### src/rtl/seq_det_param.sv
// rtl/seq_det_param.sv - run-time programmable serial bit-pattern detector
//
// Purpose: watches a serial bit stream and flags the cycle in which the most
// recent len bits equal the programmed pattern. Pattern, length and overlap
// mode are loaded through a config strobe; reset defaults give the legacy
// overlapping 1011 detector. Output is Mealy (REG_OUT=0) or registered
// one cycle later (REG_OUT=1). A saturating counter tallies matches.
//
// Ports:
//   clk            rising-edge clock
//   rst_n          asynchronous active-low reset
//   i_cfg_we       config write strobe (loads pattern/len/overlap, clears history)
//   i_cfg_pattern  pattern, bit [len-1] first received, bit [0] last
//   i_cfg_len      pattern length (0 disables, > MAX_LEN clamps)
//   i_cfg_overlap  1 = overlapping matches allowed
//   i_valid        i_seq carries a bit this cycle
//   i_seq          serial data bit
//   i_cnt_clr      synchronous clear of the match counter (wins over increment)
//   o_det          match pulse
//   o_match_cnt    saturating match count
module seq_det_param #(
   parameter int MAX_LEN = 8,
   parameter int LEN_W   = 4,
   parameter int CNT_W   = 8,
   parameter int REG_OUT = 0
) (
   input  logic               clk,
   input  logic               rst_n,
   input  logic               i_cfg_we,
   input  logic [MAX_LEN-1:0] i_cfg_pattern,
   input  logic [LEN_W-1:0]   i_cfg_len,
   input  logic               i_cfg_overlap,
   input  logic               i_valid,
   input  logic               i_seq,
   input  logic               i_cnt_clr,
   output logic               o_det,
   output logic [CNT_W-1:0]   o_match_cnt
);
   localparam logic [LEN_W-1:0] MAX_LEN_L = LEN_W'(MAX_LEN);
   localparam logic [LEN_W-1:0] FILL_ONE  = LEN_W'(1);
   localparam logic [LEN_W:0]   WIDE_ONE  = (LEN_W+1)'(1);
   localparam logic [CNT_W-1:0] CNT_ONE   = CNT_W'(1);
   localparam logic [CNT_W-1:0] CNT_MAX   = '1;

   logic [MAX_LEN-1:0] pattern;
   logic [MAX_LEN-1:0] hist;
   logic [MAX_LEN-1:0] window;
   logic [MAX_LEN-1:0] mask;
   logic [LEN_W-1:0]   len;
   logic [LEN_W-1:0]   eff_len;
   logic [LEN_W-1:0]   fill;
   logic               overlap;
   logic               accept;
   logic               match;
   logic [CNT_W-1:0]   match_cnt;
   logic               unused_hist_msb;

   assign eff_len = (len > MAX_LEN_L) ? MAX_LEN_L : len;
   assign accept  = i_valid & ~i_cfg_we;

   // History as it will look after this cycle's shift; matching on it gives
   // the Mealy same-cycle response. The oldest stored bit falls off here.
   assign window          = {hist[MAX_LEN-2:0], i_seq};
   assign unused_hist_msb = hist[MAX_LEN-1];

   always_comb begin
      mask = '0;
      for (int i = 0; i < MAX_LEN; i++) begin
         mask[i] = (LEN_W'(i) < eff_len);
      end
   end

   // fill counts bits before this one, so fill+1 bits are available now.
   assign match = accept
                  && (eff_len != '0)
                  && (({1'b0, fill} + WIDE_ONE) >= {1'b0, eff_len})
                  && (((window ^ pattern) & mask) == '0);

   always_ff @(posedge clk or negedge rst_n) begin
      if (!rst_n) begin
         pattern <= MAX_LEN'(4'b1011);
         len     <= LEN_W'(4);
         overlap <= 1'b1;
         hist    <= '0;
         fill    <= '0;
      end else if (i_cfg_we) begin
         pattern <= i_cfg_pattern;
         len     <= i_cfg_len;
         overlap <= i_cfg_overlap;
         hist    <= '0;
         fill    <= '0;
      end else if (accept) begin
         hist <= window;
         // Non-overlapping: forget the consumed bits so the next match
         // needs a full fresh pattern; history bits stay but are masked by fill.
         if (match && !overlap) begin
            fill <= '0;
         end else if (fill != MAX_LEN_L) begin
            fill <= fill + FILL_ONE;
         end
      end
   end

   always_ff @(posedge clk or negedge rst_n) begin
      if (!rst_n) begin
         match_cnt <= '0;
      end else if (i_cnt_clr) begin
         match_cnt <= '0;
      end else if (match && (match_cnt != CNT_MAX)) begin
         match_cnt <= match_cnt + CNT_ONE;
      end
   end

   assign o_match_cnt = match_cnt;

   generate
      if (REG_OUT != 0) begin : g_reg_out
         logic det_q;
         always_ff @(posedge clk or negedge rst_n) begin
            if (!rst_n) begin
               det_q <= 1'b0;
            end else begin
               det_q <= match;
            end
         end
         assign o_det = det_q;
      end else begin : g_mealy_out
         assign o_det = match & rst_n;
      end
   endgenerate
endmodule

### config.mk
export PLATFORM = sky130hd
export DESIGN_NAME = seq_det_param
export DESIGN_NICKNAME = d
export VERILOG_FILES = /design/src/rtl/seq_det_param.sv
export SDC_FILE = /design/constraint.sdc
export NUM_CORES = 1
export LEC_CHECK = 0
export ABC_AREA = 1
export CAP_MARGIN = 40
export CORE_UTILIZATION = 45
export CTS_CLUSTER_SIZE = 20
export DETAILED_ROUTE_END_ITERATION = 7
export PLACE_DENSITY = 0.72
export SLEW_MARGIN = 20
export SYNTH_ARGS = -nofsm -noshare
export SYNTH_HDL_FRONTEND = slang
export SYNTH_SLANG_ARGS = --single-unit
### constraint.sdc
create_clock -name clk -period 3 [get_ports clk]
set_input_delay 0.3 -clock clk [delete_from_list [all_inputs] [get_ports clk]]
set_output_delay 0.3 -clock clk [all_outputs]
set_load 0.02 [all_outputs]
==> flow_summary.yaml, run 1 <==
final_layout:
  drive_above_1_share_pct: 9.67
  multiInputGateArea_sq_um: 875
  antenna_cells: 0
  nFillCells: 340
  nets: 294
  seq_area_sq_um: 807
  finalNonFillerCells: 317
  syn2layout_area_growth_pct: 23.5
  final_cell_mix: "nand2_1 (73), inv_1 (33), dfrtp_1 (27)"
  final_common_cell: "nand2_1"
worst_setup_path:
  cp_slowest_cell: "dfrtp_1"
  endpoint_kind: "primary output"
  max_stage_delay_ns: 0.42
  start_kind: "flip-flop"
  cp_data_required_time_ns: 2.70
  crit_fanout: 5
  arrival_ns: 2.28
  path_cells: "ha_1 > xor2_1 > ha_1 > nand2_1 > nor2_1 > nand2_1 > nand4_1 > nand3_1 > nor2_1 > dlymetal6s2s_1"
  crit_type: "reg -> out"
detailed_routing:
  route.vias.total: 1557
  drt-total-wl_mm: 3.63
  wl_per_cell_microns: 11.5
  drtPass1Iterations: 4
  route.detailed.drc: 0
  drtIter0Drc: 104
  drtAntennaViolNets: 0
  via_per_inst: 4.91
logic_synthesis:
  synth-seq-cells: 32
  seq_area_frac_synth_pct: 43.9
  ys_warn_count: 0
  syn-cell-area_sq_um: 1840
  syn_inst: 236
  post_synth_num_cell_types: 26
  synth.largest_area_cell: "dfrtp_1"
  syn_nets: 262
  synth_top_area_share_pct: 36.7
  syn_area_per_cell_sq_um: 7.79
  yosys-top-cells-area: "dfrtp_1 (37%), nand2_1 (15%), dfstp_2 (7.1%)"
clocking:
  postCtsSetupRepairBufs: 0
  cts_hold_repair.buffers: 0
  path_clk_slew_ns: 0.06
  cts_tree: "done"
  cts.htree.levels: 2
  cts-root-buf: "clkbuf_8"
  cts_sinks: 32
  numCtsBuffers: 5
  clock_latency_ns: 0.29
  clockBufferDepth: 2
sta:
  setup_ws_ns: 0.416
  report.final.slew_viol_count: 0
  max_freq_mhz: 387
  period_share_pct: 86.1
  hold_violations: 0
  min_period_ns: 2.58
  tightest_slew_ns: 0.397
  tns_ns: 0
  rsz0062_at_grt: "no"
  skew_ns: 0.00515
  setup_violations: 0
  max-slew-margin-rel_pct: 73.6
floorplan:
  start_util_pct: 48.4
  die_w_microns: 65.9
  fp.dieH_microns: 65.9
  core_area_sq_um: 3800
  ios: 28
  dieArea_sq_um: 4350
  rows: 22
grt:
  grt_pass1_wl_mm: 6.51
  grt_pass1_vias: 1465
  grt_max_degree: 33
  overflow: 0
  met1_usage_pct: 27.8
  antenna_found_initial: 0
  grt_use_met2_pct: 29.7
  grt_use_met3_pct: 4.66
  grt.busiest_layer: "met2"
  track_usage_pct: 20.1
power_and_ir_drop:
  internal_power_uw: 813
  swShare_pct: 28.9
  peakVddDrop_v: 0.000240
  seq_power_share_pct: 43.5
  p_sw_uw: 330
  power_density_nw_per_um2: 503
  pwr-share-comb_pct: 21.1
  p_leak_nw: 1.12
  power.share.clock_pct: 35.5
place:
  gp_congestion: 0.821
  pre_cts_ws_ns: 0.338
  port_buffers: 27
  place_inst: 309
  detailed_place_hpwl_mm: 2.75
run_status:
  outcome: "finished clean"
flow_run:
  max_cap_violations: 0
worst_hold_path:
  hp-class: "reg -> reg"
==> final cells by class <==
| cell class | instances | share of cell area [%] |
|---|---|---|
| clock inverters | 2 | 1.54 |
| multi-input cells | 164 | 38.5 |
| clock buffers | 6 | 3.19 |
| well taps | 48 | 2.64 |
| flip-flops and latches | 32 | 35.5 |
| inverters | 36 | 5.95 |
| repair buffers | 29 | 12.7 |
==> power by group through the flow <==
stage                     clock network [mW]  registers (mW)  logic, mW
after detailed placement                   0           0.503      0.241
after global routing                   0.438           0.500      0.279
after floorplan                            0           0.498      0.171
after CTS                              0.417           0.496      0.243
final                                  0.405           0.496      0.241
after global placement                     0           0.502      0.238
==> cells by family (layout without fill, tap and decap cells) <==
logic type,after synthesis,count (layout),synth area share (%)
simple gates,124,124,30.4
buf+inv,40,73,8.57
flops,32,32,43.9
compound gates,24,24,8.10
xor+xnor,9,9,4.29
fa+ha+maj,7,7,4.76
==> critical path: cells and delay by family, from the launching register on <==
kind,cells,cell delay (ns)
simple gates,6,0.63
buf+inv,1,0.22
xor+xnor,1,0.17
fa+ha+maj,2,0.56
flops,1,0.42
==> stage by stage <==
step	power, mW	utilization [%]	cell area, sq um	hold slack (ns)
3_3_place_gp	0.740	56.9	2160	0.466
3_5_place_dp	0.744	56.9	2160	0.471
2_1_floorplan	0.668	-	1840	0.00441
6_report	1.14	59.8	2270	0.475
5_1_grt	1.22	59.8	2270	0.503
4_1_cts	1.16	59.7	2270	0.482
==> final timing paths <==
path	start	to	slack, ns	depth (start not counted)
setup / recovery	fill[0]	o_det	0.42	10
hold / removal	pattern[3]	pattern[3]	0.48	2
setup reg to reg	fill[0]	o_match_cnt[5]	0.83	11
hold reg to reg	pattern[3]	pattern[3]	0.48	2
max in group asynchronous	rst_n	pattern[3]	2.16	2
min in group asynchronous	rst_n	hist[0]	0.52	2
==> state kept, by name, indices dropped and copies added, names as in the netlist <==
register,count
len,4
overlap,1
o_match_cnt,8
pattern,8
hist,7
fill,4
==> layer usage <==
| layer | up-vias | routed length (microns) |
|---|---|---|
| met5 | - | 0 |
| met2 | 21 | 1630 |
| met3 | 8 | 101 |
| met1 | 708 | 1820 |
| met4 | 0 | 76 |
| li1 | 820 | - |
==> repair_timing <==
item,in CTS,in global routing
setup endpoints to repair,0,1
resized for setup,0,1
hold endpoints to repair,0,0
==> cell usage after synthesis, drive strengths merged <==
master	instances
a21oi	2
buf	1
clkbuf	3
clkinv	1
dfrtp	27
dfstp	5
ha	7
inv	35
nand2	75
nand3	17
nand4	10
nor2	17
nor3	4
o21ai	12
o21bai	1
o22ai	6
o31ai	3
or2	1
xnor2	3
xor2	6
Power figures use the tool's default switching activity.
==> inputs of run 2 (changes only) <==
--- a/config.mk
+++ b/config.mk
@@ -10,6 +10,7 @@
 export CORE_UTILIZATION = 45
 export CTS_CLUSTER_SIZE = 20
 export DETAILED_ROUTE_END_ITERATION = 7
+export GPL_ROUTABILITY_DRIVEN = 0
 export PLACE_DENSITY = 0.72
 export SLEW_MARGIN = 20
 export SYNTH_ARGS = -nofsm -noshare
==> results of run 2 <==
Final layout, timing and power as in run 1 (identical DEF).
